$ cat src/rtl/cpu_pkg.sv
// Shared definitions for the 5-stage MIPS core: ALU op encodings and the
// control bundle that travels from ID into EX.
package cpu_pkg;

    localparam int ALU_OP_W = 3;

    // ALU op classes decoded by the EX-stage ALU control
    localparam logic [ALU_OP_W-1:0] ALU_OP_NOP   = 3'b000;
    localparam logic [ALU_OP_W-1:0] ALU_OP_ADD   = 3'b001;
    localparam logic [ALU_OP_W-1:0] ALU_OP_SUB   = 3'b010;
    localparam logic [ALU_OP_W-1:0] ALU_OP_RTYPE = 3'b011;
    localparam logic [ALU_OP_W-1:0] ALU_OP_AND   = 3'b100;
    localparam logic [ALU_OP_W-1:0] ALU_OP_OR    = 3'b101;
    localparam logic [ALU_OP_W-1:0] ALU_OP_SLT   = 3'b110;
    localparam logic [ALU_OP_W-1:0] ALU_OP_LUI   = 3'b111;

    typedef struct packed {
        logic                reg_dst;
        logic                alu_src;
        logic [ALU_OP_W-1:0] alu_op;
        logic                mem_read;
        logic                mem_write;
        logic                reg_write;
        logic                mem_to_reg;
        logic                jump;
    } ctrl_ex_t;

    localparam int CTRL_W = $bits(ctrl_ex_t);

    // A bubble has no architectural effect: no writes, ALU op is NOP
    localparam ctrl_ex_t CTRL_BUBBLE = '0;

endpackage

$ cat src/rtl/id_ex_pipeline_reg_pipe_field_reg.sv
// Generic pipeline field register with reset > flush > hold > load priority.
// CLR_ON_FLUSH selects whether a flush zeroes the field (control) or leaves
// it stale (datapath, qualified downstream by the valid bit).
module pipe_field_reg #(
    parameter int W            = 32,
    parameter bit CLR_ON_FLUSH = 1'b0
) (
    input  logic         clk,
    input  logic         reset,
    input  logic         hold,
    input  logic         flush,
    input  logic [W-1:0] d,
    output logic [W-1:0] q
);

    // Prioritised update: reset, then flush, then hold, else load
    always_ff @(posedge clk) begin
        if (reset) begin
            q <= '0;
        end else if (flush) begin
            if (CLR_ON_FLUSH)
                q <= '0;
        end else if (!hold) begin
            q <= d;
        end
    end

endmodule

$ cat src/rtl/id_ex_pipeline_reg.sv
// ID/EX pipeline register. Control bundle plus valid bit clear on flush;
// datapath fields keep stale values on flush.
// Optional macro ID_EX_PERF_CNT_EN adds bubble_cnt / flush_cnt counters.
module id_ex_pipeline_reg
    import cpu_pkg::*;
#(
    parameter int DATA_W     = 32,
    parameter int REG_ADDR_W = 5
) (
    input  logic                  clk,
    input  logic                  reset,
    input  logic                  hold,
    input  logic                  flush,
    input  logic                  id_valid,
    input  logic                  reg_dst_in,
    input  logic                  alu_src_in,
    input  logic                  mem_read_in,
    input  logic                  mem_write_in,
    input  logic                  reg_write_in,
    input  logic                  mem_to_reg_in,
    input  logic                  jump_in,
    input  logic [ALU_OP_W-1:0]   alu_op_in,
    input  logic [DATA_W-1:0]     pc_plus4_in,
    input  logic [DATA_W-1:0]     rd1_in,
    input  logic [DATA_W-1:0]     rd2_in,
    input  logic [DATA_W-1:0]     imm_in,
    input  logic [REG_ADDR_W-1:0] rs_in,
    input  logic [REG_ADDR_W-1:0] rt_in,
    input  logic [REG_ADDR_W-1:0] rd_in,
    output logic                  reg_dst_out,
    output logic                  alu_src_out,
    output logic                  mem_read_out,
    output logic                  mem_write_out,
    output logic                  reg_write_out,
    output logic                  mem_to_reg_out,
    output logic                  jump_out,
    output logic [ALU_OP_W-1:0]   alu_op_out,
    output logic [DATA_W-1:0]     pc_plus4_out,
    output logic [DATA_W-1:0]     rd1_out,
    output logic [DATA_W-1:0]     rd2_out,
    output logic [DATA_W-1:0]     imm_out,
    output logic [REG_ADDR_W-1:0] rs_out,
    output logic [REG_ADDR_W-1:0] rt_out,
    output logic [REG_ADDR_W-1:0] rd_out,
    output logic                  ex_valid
`ifdef ID_EX_PERF_CNT_EN
    ,
    output logic [31:0]           bubble_cnt,
    output logic [31:0]           flush_cnt
`endif
);

    localparam int DP_W = 4*DATA_W + 3*REG_ADDR_W;

    ctrl_ex_t        ctrl_in;
    ctrl_ex_t        ctrl_ld;
    ctrl_ex_t        ctrl_q;
    logic [CTRL_W:0] ctrl_vq;
    logic [DP_W-1:0] dp_d;
    logic [DP_W-1:0] dp_q;

    assign ctrl_in = '{reg_dst:    reg_dst_in,
                       alu_src:    alu_src_in,
                       alu_op:     alu_op_in,
                       mem_read:   mem_read_in,
                       mem_write:  mem_write_in,
                       reg_write:  reg_write_in,
                       mem_to_reg: mem_to_reg_in,
                       jump:       jump_in};

    // An invalid ID slot must never carry live controls into EX
    assign ctrl_ld = id_valid ? ctrl_in : CTRL_BUBBLE;

    // Valid bit rides with the control bundle so a flush kills both together
    pipe_field_reg #(.W(CTRL_W + 1), .CLR_ON_FLUSH(1'b1)) u_ctrl (
        .clk   (clk),
        .reset (reset),
        .hold  (hold),
        .flush (flush),
        .d     ({ctrl_ld, id_valid}),
        .q     (ctrl_vq)
    );

    assign dp_d = {pc_plus4_in, rd1_in, rd2_in, imm_in, rs_in, rt_in, rd_in};

    pipe_field_reg #(.W(DP_W), .CLR_ON_FLUSH(1'b0)) u_data (
        .clk   (clk),
        .reset (reset),
        .hold  (hold),
        .flush (flush),
        .d     (dp_d),
        .q     (dp_q)
    );

    assign ctrl_q         = ctrl_vq[CTRL_W:1];
    assign ex_valid       = ctrl_vq[0];
    assign reg_dst_out    = ctrl_q.reg_dst;
    assign alu_src_out    = ctrl_q.alu_src;
    assign alu_op_out     = ctrl_q.alu_op;
    assign mem_read_out   = ctrl_q.mem_read;
    assign mem_write_out  = ctrl_q.mem_write;
    assign reg_write_out  = ctrl_q.reg_write;
    assign mem_to_reg_out = ctrl_q.mem_to_reg;
    assign jump_out       = ctrl_q.jump;
    assign {pc_plus4_out, rd1_out, rd2_out, imm_out, rs_out, rt_out, rd_out} = dp_q;

`ifdef ID_EX_PERF_CNT_EN
    // Count flushes, and normal loads that carry a bubble or an empty slot
    always_ff @(posedge clk) begin
        if (reset) begin
            bubble_cnt <= '0;
            flush_cnt  <= '0;
        end else if (flush) begin
            flush_cnt <= flush_cnt + 32'd1;
        end else if (!hold && (!id_valid || ctrl_in == CTRL_BUBBLE)) begin
            bubble_cnt <= bubble_cnt + 32'd1;
        end
    end
`endif

endmodule

$ cat config.mk
export PLATFORM = sky130hd
export DESIGN_NAME = id_ex_pipeline_reg
export DESIGN_NICKNAME = d
export VERILOG_FILES = /design/src/rtl/cpu_pkg.sv /design/src/rtl/id_ex_pipeline_reg_pipe_field_reg.sv /design/src/rtl/id_ex_pipeline_reg.sv
export SDC_FILE = /design/constraint.sdc
export NUM_CORES = 1
export LEC_CHECK = 0
export ABC_AREA = 1
export BUFFER_PORTS_ARGS = -buffer_cell sky130_fd_sc_hd__buf_2
export CAP_MARGIN = 20
export CORE_MARGIN = 2
export CORE_UTILIZATION = 30
export CTS_BUF_LIST = sky130_fd_sc_hd__clkbuf_4 sky130_fd_sc_hd__clkbuf_8
export CTS_CLUSTER_SIZE = 16
export DETAILED_ROUTE_END_ITERATION = 12
export HOLD_SLACK_MARGIN = 0.03
export PLACE_DENSITY = 0.61
export SYNTH_ARGS = -nofsm -noshare
export SYNTH_HDL_FRONTEND = slang
export SYNTH_SLANG_ARGS = --single-unit
$ cat constraint.sdc
create_clock -name clk -period 1.4 [get_ports clk]
set_input_delay 0.28 -clock clk [delete_from_list [all_inputs] [get_ports clk]]
set_output_delay 0.28 -clock clk [all_outputs]
set_load 0.01 [all_outputs]
==> results.cfg, run 1 <==
[synth]
postSynthNetCount = 1114
synth_cells = 956
postSynthRegisterBits = 154
synth_top_cell_by_area = sky130_fd_sc_hd__dfxtp_1
total_of_warnings_raised_by_yosys = 0
ys_types = 13
yosysTopAreaCellShare = 0.4993
synth_area_mm2 = 0.006175
cell_types_with_the_largest_area_share_after_synthesis = sky130_fd_sc_hd__dfxtp_1 (50%), sky130_fd_sc_hd__nand2_1 (18%), sky130_fd_sc_hd__nor2_1 (17%)
syn_area_per_cell_um2 = 6.459
seq_area_frac_synth = 0.4993

[drt]
dr_wl_met2_mm = 8.003
route.final.wire_length_mm = 16.51
post_drt_wl_per_cell_um = 10.74
antenna_left = 0
dr.pass1.iters = 5
met1_length_mm = 7.200
via_per_inst = 4.031
num_vias = 6200
highest-signal-layer = met4
drc_violations_left = 0
drt_iter0_markers = 244
met3RoutedLength_mm = 1.147

[placed_design]
dpl.hpwl_mm = 12.43
gpl.final_weighted_congestion = 0.7841
buffer_ports.inserted = 311
placed_area_mm2 = 0.008134
pre_cts_ws_ps = 83.44

[timing]
hold-worst-slack_ps = 100.6
period_share = 0.8796
maxSlewViolCount = 0
final-setup-viol-count = 0
tightestPinTransition_ps = 305.1
slew_headroom = 0.7964
worst_slack_ps = 168.5
max_freq_ghz = 0.8120
grt_setup_unrepaired = no
period_minus_slack_ps = 1231
fin_tns_setup_ps = 0
clock-skew-final_ps = 0
finalHoldViolCount = 0

[setup_path]
highest_cell_delay_on_the_worst_timing_path_ps = 370
critPathBufInv = 1
r2r_start = u_ctrl.q[2]
cp.arrival_ps = 950
slowest_stage = sky130_fd_sc_hd__dfxtp_1
setup.worst_path.class = reg2out
r2r_setup_slack_ps = 790
crit_path_depth = 1
cp-start-kind = flop
worstPathCellList = buf_2
destination_of_the_worst_register_to_register_timing_path = u_ctrl.q[2]
worst_setup_path_startpoint = u_data.q[18]
crit_family = flip-flops
reg2regPathDepth = 2
critical_path.max_fanout = 2
setup.worst_path.end = imm_out[3]
worst-endpoint-required_ps = 1120
timing.critical_path.to_type = primary output

[global_route]
number_of_global_route_vias_before_repair = 5505
grt.total_usage = 0.1469
grt_start_max_net_pins = 59
grt_remaining_overflow = 0
grt_antenna_before_repair = 0
grt_first_pass_wirelength_mm = 26.13

[cts]
cts_htree_levels = 4
clock_tree.root_cell = sky130_fd_sc_hd__clkbuf_8
cts.path.max_buffers = 2
clock-sinks = 154
postCtsSetupRepairBufs = 0
cts.clk_slew.worst_paths_ps = 90
clk-insertion-delay-late_ps = 430
cts-resized-gates = 0
cts_tree = built
cts_buffers = 17
hold_buffers = 0

[power]
share_clk_of_total_power = 0.361
power.combinational.fraction = 0.153
leakage_nw = 4.986
power.total_mw = 9.845
swShare = 0.2743
vdd_ir_drop_max_mv = 0.7161
internal_power_mw = 7.144
p_sw_mw = 2.701
powerDensity_mw_per_mm2 = 1152
pwr-share-seq = 0.487

[status]
run_status = complete, no violations

[final_layout]
post_route_cells_drive_above_1_share = 0.2879
commonest_non_fill_non_tap_cell_in_the_layout = sky130_fd_sc_hd__buf_2
layout.filler_cells = 2214
diodes = 0
fin_area_mm2 = 0.008546
final_net_count = 1415
syn2layout_area_growth_pct = 38.40
mostFrequentLayoutCells = sky130_fd_sc_hd__buf_2 (311), sky130_fd_sc_hd__nand2_1 (298), sky130_fd_sc_hd__nor2_1 (286)

[min_path]
hold-path-cell-count = 3
hp-class = in2reg

[floorplan]
die_x_um = 147.5
floorplan.initialDensity = 0.3052
die_height_um = 147.5
placementRows = 52
fp.dieArea_mm2 = 0.02175
io_pins = 312
coreArea_mm2 = 0.02023

[job]
count_of_maximum_capacitance_violations = 0
-- power by group through the flow --
stage	clock [mW]	sequential, mW	combinational (mW)
detailed placement	0	4.89	1.52
global placement	0	4.89	1.51
CTS	3.70	4.79	1.53
global route	3.88	4.83	1.70
floorplan	0	5.02	0.680
finish	3.55	4.79	1.50
-- cells by family (layout without fill, tap and decap cells) --
logic type             after synthesis  count (layout)  share of synthesized area
AO/OA/AOI/OAI                       11              11                   0.008915
buffers and inverters              195             507                     0.1258
flip-flops                         154             154                     0.4993
AND/OR/NAND/NOR                    596             596                     0.3660
-- sequential cells by signal, summed over array words and instances (netlist names) --
| register | cells |
|---|---|
| u_data.q | 143 |
| u_ctrl.q | 11 |
-- metal layers --
| layer | global-route usage | vias up |
|---|---|---|
| met1 | 0.1733 | 2699 |
| met4 | 0.04087 | 0 |
| met5 | 0 | - |
| met3 | 0.04753 | 7 |
| met2 | 0.2565 | 173 |
| li1 | - | 3321 |
-- synthesized netlist by cell type --
cell type and number:
sky130_fd_sc_hd__buf_1 8, sky130_fd_sc_hd__clkbuf_1 8, sky130_fd_sc_hd__dfxtp_1 154, sky130_fd_sc_hd__nand3_1 10, sky130_fd_sc_hd__buf_4 1, sky130_fd_sc_hd__a21oi_1 11, sky130_fd_sc_hd__inv_1 144, sky130_fd_sc_hd__nor2_1 286
sky130_fd_sc_hd__inv_2 1, sky130_fd_sc_hd__buf_2 33, sky130_fd_sc_hd__or2_2 1, sky130_fd_sc_hd__nor2_4 1, sky130_fd_sc_hd__nand2_1 298
-- worst min path at each step --
stage	endpoint	from	slack (ps)
floorplan	u_ctrl.q[10]	hold	420
CTS	u_ctrl.q[3]	reg_write_in	60
global route	u_ctrl.q[10]	reg_dst_in	70
finish	u_ctrl.q[3]	reg_write_in	100
global placement	u_ctrl.q[2]	u_ctrl.q[2]	450
detailed placement	u_ctrl.q[10]	u_ctrl.q[10]	450
-- per-stage QoR --
| step | utilization | std cells |
|---|---|---|
| floorplan | - | 956 |
| global placement | 0.4020 | 1508 |
| detailed placement | 0.4020 | 1508 |
| CTS | 0.4223 | 1538 |
| global route | 0.4223 | 1538 |
| finish | 0.4223 | 1538 |
-- final cells by class --
type	instances	area, um2	area share
Timing Repair Buffer	332	1852	0.2167
Sequential cell	154	3083	0.3608
Multi-Input combinational cell	607	2315	0.2709
Inverter	145	546.8	0.06398
Clock inverter	12	163.9	0.01918
Clock buffer	18	247.7	0.02899
Tap cell	270	337.8	0.03953
Note: power is estimated with default switching activity, not from simulation.
==> inputs of run 2 (changes only) <==
CORE_UTILIZATION = 45   (was 30)
PLACE_DENSITY = 0.83   (was 0.61)
==> run 2 against run 1 <==
  * Clock skew did not move
  * Hold slack got worse by 3.0 ps
  * Critical path type unchanged
  * Via count increased by 0.52%
  * Sequential share of layout area up 0.35 points
  * Largest power group unchanged
==> results.cfg, run 2 (same netlist as run 1, synthesis figures left out) <==
[status]
run_status = complete, no violations

[cts]
cts.clk_slew.worst_paths_ps = 80
clock_tree.root_cell = sky130_fd_sc_hd__clkbuf_8
cts_tree = built
cts_htree_levels = 4
cts.path.max_buffers = 2
clock-sinks = 154
cts_buffers = 17
hold_buffers = 0
postCtsSetupRepairBufs = 0
cts-resized-gates = 0
clk-insertion-delay-late_ps = 440

[drt]
drt_iter0_markers = 305
route.final.wire_length_mm = 15.64
num_vias = 6232
antenna_left = 0
via_per_inst = 4.313
drc_violations_left = 0
post_drt_wl_per_cell_um = 10.83
dr.pass1.iters = 4

[min_path]
hp-class = in2reg
whs_endpoint = u_ctrl.q[3]
hold-path-cell-count = 3
startpoint_of_the_worst_hold_path = reg_write_in

[final_layout]
commonest_non_fill_non_tap_cell_in_the_layout = sky130_fd_sc_hd__buf_2
top_register = u_data.q
syn2layout_area_growth_pct = 37.08
finish.utilization = 0.6341
mostFrequentLayoutCells = sky130_fd_sc_hd__buf_2 (311), sky130_fd_sc_hd__nand2_1 (298), sky130_fd_sc_hd__nor2_1 (286)
final_net_count = 1414
layout.filler_cells = 1209
layout_top_registers = u_data.q (143), u_ctrl.q (11)
largest_register_ff_count = 143
diodes = 0
final_cells = 1445
post_route_cells_drive_above_1_share = 0.2884

[setup_path]
crit_family = flip-flops
cp-start-kind = flop
setup.worst_path.class = reg2out
reg2regPathDepth = 2
worst-endpoint-required_ps = 1120
highest_cell_delay_on_the_worst_timing_path_ps = 380
slowest_stage = sky130_fd_sc_hd__dfxtp_1
worstPathCellList = buf_2
worst_setup_path_startpoint = u_data.q[4]
r2r_setup_slack_ps = 780
critPathBufInv = 1
critical_path.max_fanout = 2
timing.critical_path.to_type = primary output
cp.arrival_ps = 970
destination_of_the_worst_register_to_register_timing_path = u_data.q[108]
r2r_start = u_data.q[108]

[placed_design]
dpl.hpwl_mm = 11.53
buffer_ports.inserted = 311
post-place-cells = 1413
gpl.final_weighted_congestion = 0.8150

[power]
p_sw_mw = 2.580
pwr-share-seq = 0.477
swShare = 0.2572
leakage_nw = 5.008
vdd_ir_drop_max_mv = 0.6293
power.combinational.fraction = 0.150
powerDensity_mw_per_mm2 = 1185
internal_power_mw = 7.454
share_clk_of_total_power = 0.373

[floorplan]
floorplan.initialDensity = 0.4626
fp.dieArea_mm2 = 0.01467
die_height_um = 121.1
coreArea_mm2 = 0.01335
placementRows = 42
io_pins = 312
die_x_um = 121.1

[timing]
maxSlewViolCount = 0
max_freq_ghz = 0.7991
slew_headroom = 0.8065
period_share = 0.8938
hold-worst-slack_ps = 97.56
grt_setup_unrepaired = no
fin_tns_setup_ps = 0
clock-skew-final_ps = 0
tightestPinTransition_ps = 289.9
final-setup-viol-count = 0
finalHoldViolCount = 0
period_minus_slack_ps = 1251

[global_route]
number_of_global_route_vias_before_repair = 5357
grt.total_usage = 0.2066
grt_start_max_net_pins = 54
grt_antenna_before_repair = 0
grt_first_pass_wirelength_mm = 24.11
grt_remaining_overflow = 0

[job]
count_of_maximum_capacitance_violations = 0
[run 2: changes by cell type in the layout (fill, tap and decap cells not counted), sizes merged]
cell / before / now
inv: 149 / 145
buf: 332 / 331
clkbuf: 18 / 22
clkinvlp: 4 / 3
bufinv: 3 / 4
clkinv: 1 / 3
[run 2: worst max path at each step]
| stage | endpoint | slack, ps | depth (start not counted) |
|---|---|---|---|
| global route | rd_out[4] | 80 | 1 |
| floorplan | u_data.q[100] | 390 | 5 |
| finish | rd_out[4] | 150 | 1 |
| CTS | rd_out[4] | 100 | 1 |
| detailed placement | u_data.q[60] | 100 | 7 |
| global placement | u_data.q[56] | 140 | 7 |
[run 2: through the flow]
step / cell area [um2] / total power, mW / setup WS [ps]
after floorplan: 6175 / 5.704 / 388.8
after global placement: 8009 / 6.365 / 138.7
after detailed placement: 8009 / 6.402 / 104.1
after CTS: 8464 / 10.13 / 99.76
after global routing: 8464 / 10.54 / 82.28
final: 8464 / 10.03 / 148.6
[run 2: final cells by class]
type | count | area (um2) | share of cell area
Sequential cell | 154 | 3083 | 0.3642
Multi-Input combinational cell | 607 | 2315 | 0.2735
Timing Repair Buffer | 331 | 1844 | 0.2179
Inverter | 145 | 546.8 | 0.06460
Clock buffer | 22 | 290.3 | 0.03429
Tap cell | 176 | 220.2 | 0.02602
Clock inverter | 10 | 165.2 | 0.01951
[run 2: power by group through the flow]
stage	Combinational [mW]	Clock (mW)	Sequential [mW]
after floorplan	0.680	0	5.02
after global placement	1.49	0	4.88
after detailed placement	1.51	0	4.89
after CTS	1.52	3.82	4.79
after global routing	1.70	4.02	4.82
final	1.51	3.74	4.79
[run 2: layer usage]
layer	part of all wire	vias up	global-route usage
li1	-	3316	-
met1	0.41	2668	0.2292
met2	0.49	223	0.3645
met3	0.076	25	0.06861
met4	0.019	0	0.07974
met5	0	-	0
[run 2: worst register-to-register path: cells and delay by family, from the launching register on]
family           cells  cell delay (ps)
DFF                  1              320
and+or+nand+nor      2              200
==> inputs of run 3 (changes only) <==
CORE_MARGIN = 1.5   (was 2)
CTS_BUF_LIST = not set   (was sky130_fd_sc_hd__clkbuf_4 sky130_fd_sc_hd__clkbuf_8)
==> run 3 against run 2 <==
  * Hold slack better by 31 ps
  * Critical path depth is the same
  * Clock skew unchanged
  * Critical endpoint is now rt_out[1]
  * Via count up 0.63%
==> results.cfg, run 3 (same netlist as run 1, synthesis figures left out) <==
[status]
run_status = complete, no violations

[floorplan]
floorplan.initialDensity = 0.4644
fp.dieArea_mm2 = 0.01443
coreArea_mm2 = 0.01330
io_pins = 312
placementRows = 42
die_x_um = 120.1
die_height_um = 120.1

[cts]
clk-insertion-delay-late_ps = 410
hold_buffers = 0
cts-resized-gates = 0
cts_htree_levels = 4
cts.clk_slew.worst_paths_ps = 60
cts.path.max_buffers = 2
cts_buffers = 17
clock_tree.root_cell = sky130_fd_sc_hd__clkbuf_16
postCtsSetupRepairBufs = 0
clock-sinks = 154
cts_tree = built

[timing]
clock-skew-final_ps = 0
fin_tns_setup_ps = 0
final-setup-viol-count = 0
period_share = 0.8768
finalHoldViolCount = 0
maxSlewViolCount = 0
max_freq_ghz = 0.8146
slew_headroom = 0.7960
grt_setup_unrepaired = no
period_minus_slack_ps = 1228
hold-worst-slack_ps = 128.4
tightestPinTransition_ps = 305.6
worst_slack_ps = 172.4

[final_layout]
post_route_cells_drive_above_1_share = 0.2832
layout.filler_cells = 1191
ff_latch_area_mm2 = 0.003083
mostFrequentLayoutCells = sky130_fd_sc_hd__buf_2 (311), sky130_fd_sc_hd__nand2_1 (298), sky130_fd_sc_hd__nor2_1 (286)
multi_input_area_mm2 = 0.002315
final_net_count = 1411
syn2layout_area_growth_pct = 38.97
commonest_non_fill_non_tap_cell_in_the_layout = sky130_fd_sc_hd__buf_2
top_register = u_data.q
largest_register_ff_count = 143
final_cells = 1440
finish.utilization = 0.6454
layout_top_registers = u_data.q (143), u_ctrl.q (11)
fin_area_mm2 = 0.008581
diodes = 0

[min_path]
hold-path-cell-count = 3
startpoint_of_the_worst_hold_path = mem_to_reg_in
hp-class = in2reg
whs_endpoint = u_ctrl.q[2]

[power]
share_clk_of_total_power = 0.439
power.combinational.fraction = 0.133
leakage_nw = 5.065
pwr-share-seq = 0.428
vdd_ir_drop_max_mv = 0.8899
power.total_mw = 11.21
internal_power_mw = 8.550
p_sw_mw = 2.659
swShare = 0.2372
powerDensity_mw_per_mm2 = 1306

[setup_path]
highest_cell_delay_on_the_worst_timing_path_ps = 380
critical_path.max_fanout = 2
r2r_start = u_ctrl.q[8]
critPathBufInv = 1
r2r_setup_slack_ps = 770
timing.critical_path.to_type = primary output
destination_of_the_worst_register_to_register_timing_path = u_ctrl.q[8]
crit_family = flip-flops
worst-endpoint-required_ps = 1120
worstPathCellList = buf_2
slowest_stage = sky130_fd_sc_hd__dfxtp_1
setup.worst_path.class = reg2out
reg2regPathDepth = 2
cp-start-kind = flop
cp.arrival_ps = 950

[drt]
drt_iter0_markers = 298
num_vias = 6271
route.final.wire_length_mm = 15.85
via_per_inst = 4.355
post_drt_wl_per_cell_um = 11.01
dr.pass1.iters = 5
drc_violations_left = 0
antenna_left = 0

[placed_design]
placed_area_mm2 = 0.007949
pre_cts_ws_ps = 120.8
dpl.hpwl_mm = 11.62
gpl.final_weighted_congestion = 0.7997
buffer_ports.inserted = 311
post-place-cells = 1410

[global_route]
grt_antenna_before_repair = 0
number_of_global_route_vias_before_repair = 5726
grt_remaining_overflow = 0
grt.total_usage = 0.2188
grt_start_max_net_pins = 56
grt_first_pass_wirelength_mm = 25.45

[job]
count_of_maximum_capacitance_violations = 0
==> run 3: changes by cell type in the layout (fill, tap and decap cells not counted), moves of 2 or more <==
cell / before / now
sky130_fd_sc_hd__clkbuf_8: 20 / 2
sky130_fd_sc_hd__clkbuf_16: 0 / 17
sky130_fd_sc_hd__buf_12: 11 / 8
sky130_fd_sc_hd__clkbuf_1: 0 / 3
sky130_fd_sc_hd__clkbuf_4: 2 / 0
sky130_fd_sc_hd__clkinv_4: 2 / 0
sky130_fd_sc_hd__clkinvlp_4: 3 / 1
==> run 3: how the worst max path moves through the flow <==
stage                           start       endpoint  cells after the start
after global placement           hold   u_data.q[52]                      7
final                     u_data.q[6]      rt_out[1]                      1
after floorplan                 reset  u_data.q[100]                      5
after CTS                 u_data.q[6]      rt_out[1]                      1
after global routing      u_data.q[6]      rt_out[1]                      1
after detailed placement         hold   u_data.q[72]                      7
==> run 3: routing by layer <==
layer / global-route usage / vias to the layer above / share of wire
met1: 0.2379 / 2677 / 0.39
met4: 0.1109 / 0 / 0.035
met2: 0.3893 / 237 / 0.50
met5: 0 / - / 0
li1: - / 3309 / -
met3: 0.05894 / 48 / 0.074
==> run 3: area by class of cell <==
class                           count  share of cell area
Clock buffer                       22             0.05410
Clock inverter                      8             0.01954
Inverter                          145             0.06372
Multi-Input combinational cell    607              0.2698
Sequential cell                   154              0.3593
Tap cell                          176             0.02566
Timing Repair Buffer              328              0.2079
==> run 3: power by group through the flow <==
stage	clock, mW	combinational (mW)	sequential, mW
2_1_floorplan	0	0.680	5.02
3_5_place_dp	0	1.49	4.89
6_report	4.92	1.49	4.80
3_3_place_gp	0	1.46	4.88
4_1_cts	5.01	1.50	4.80
5_1_grt	5.22	1.69	4.83
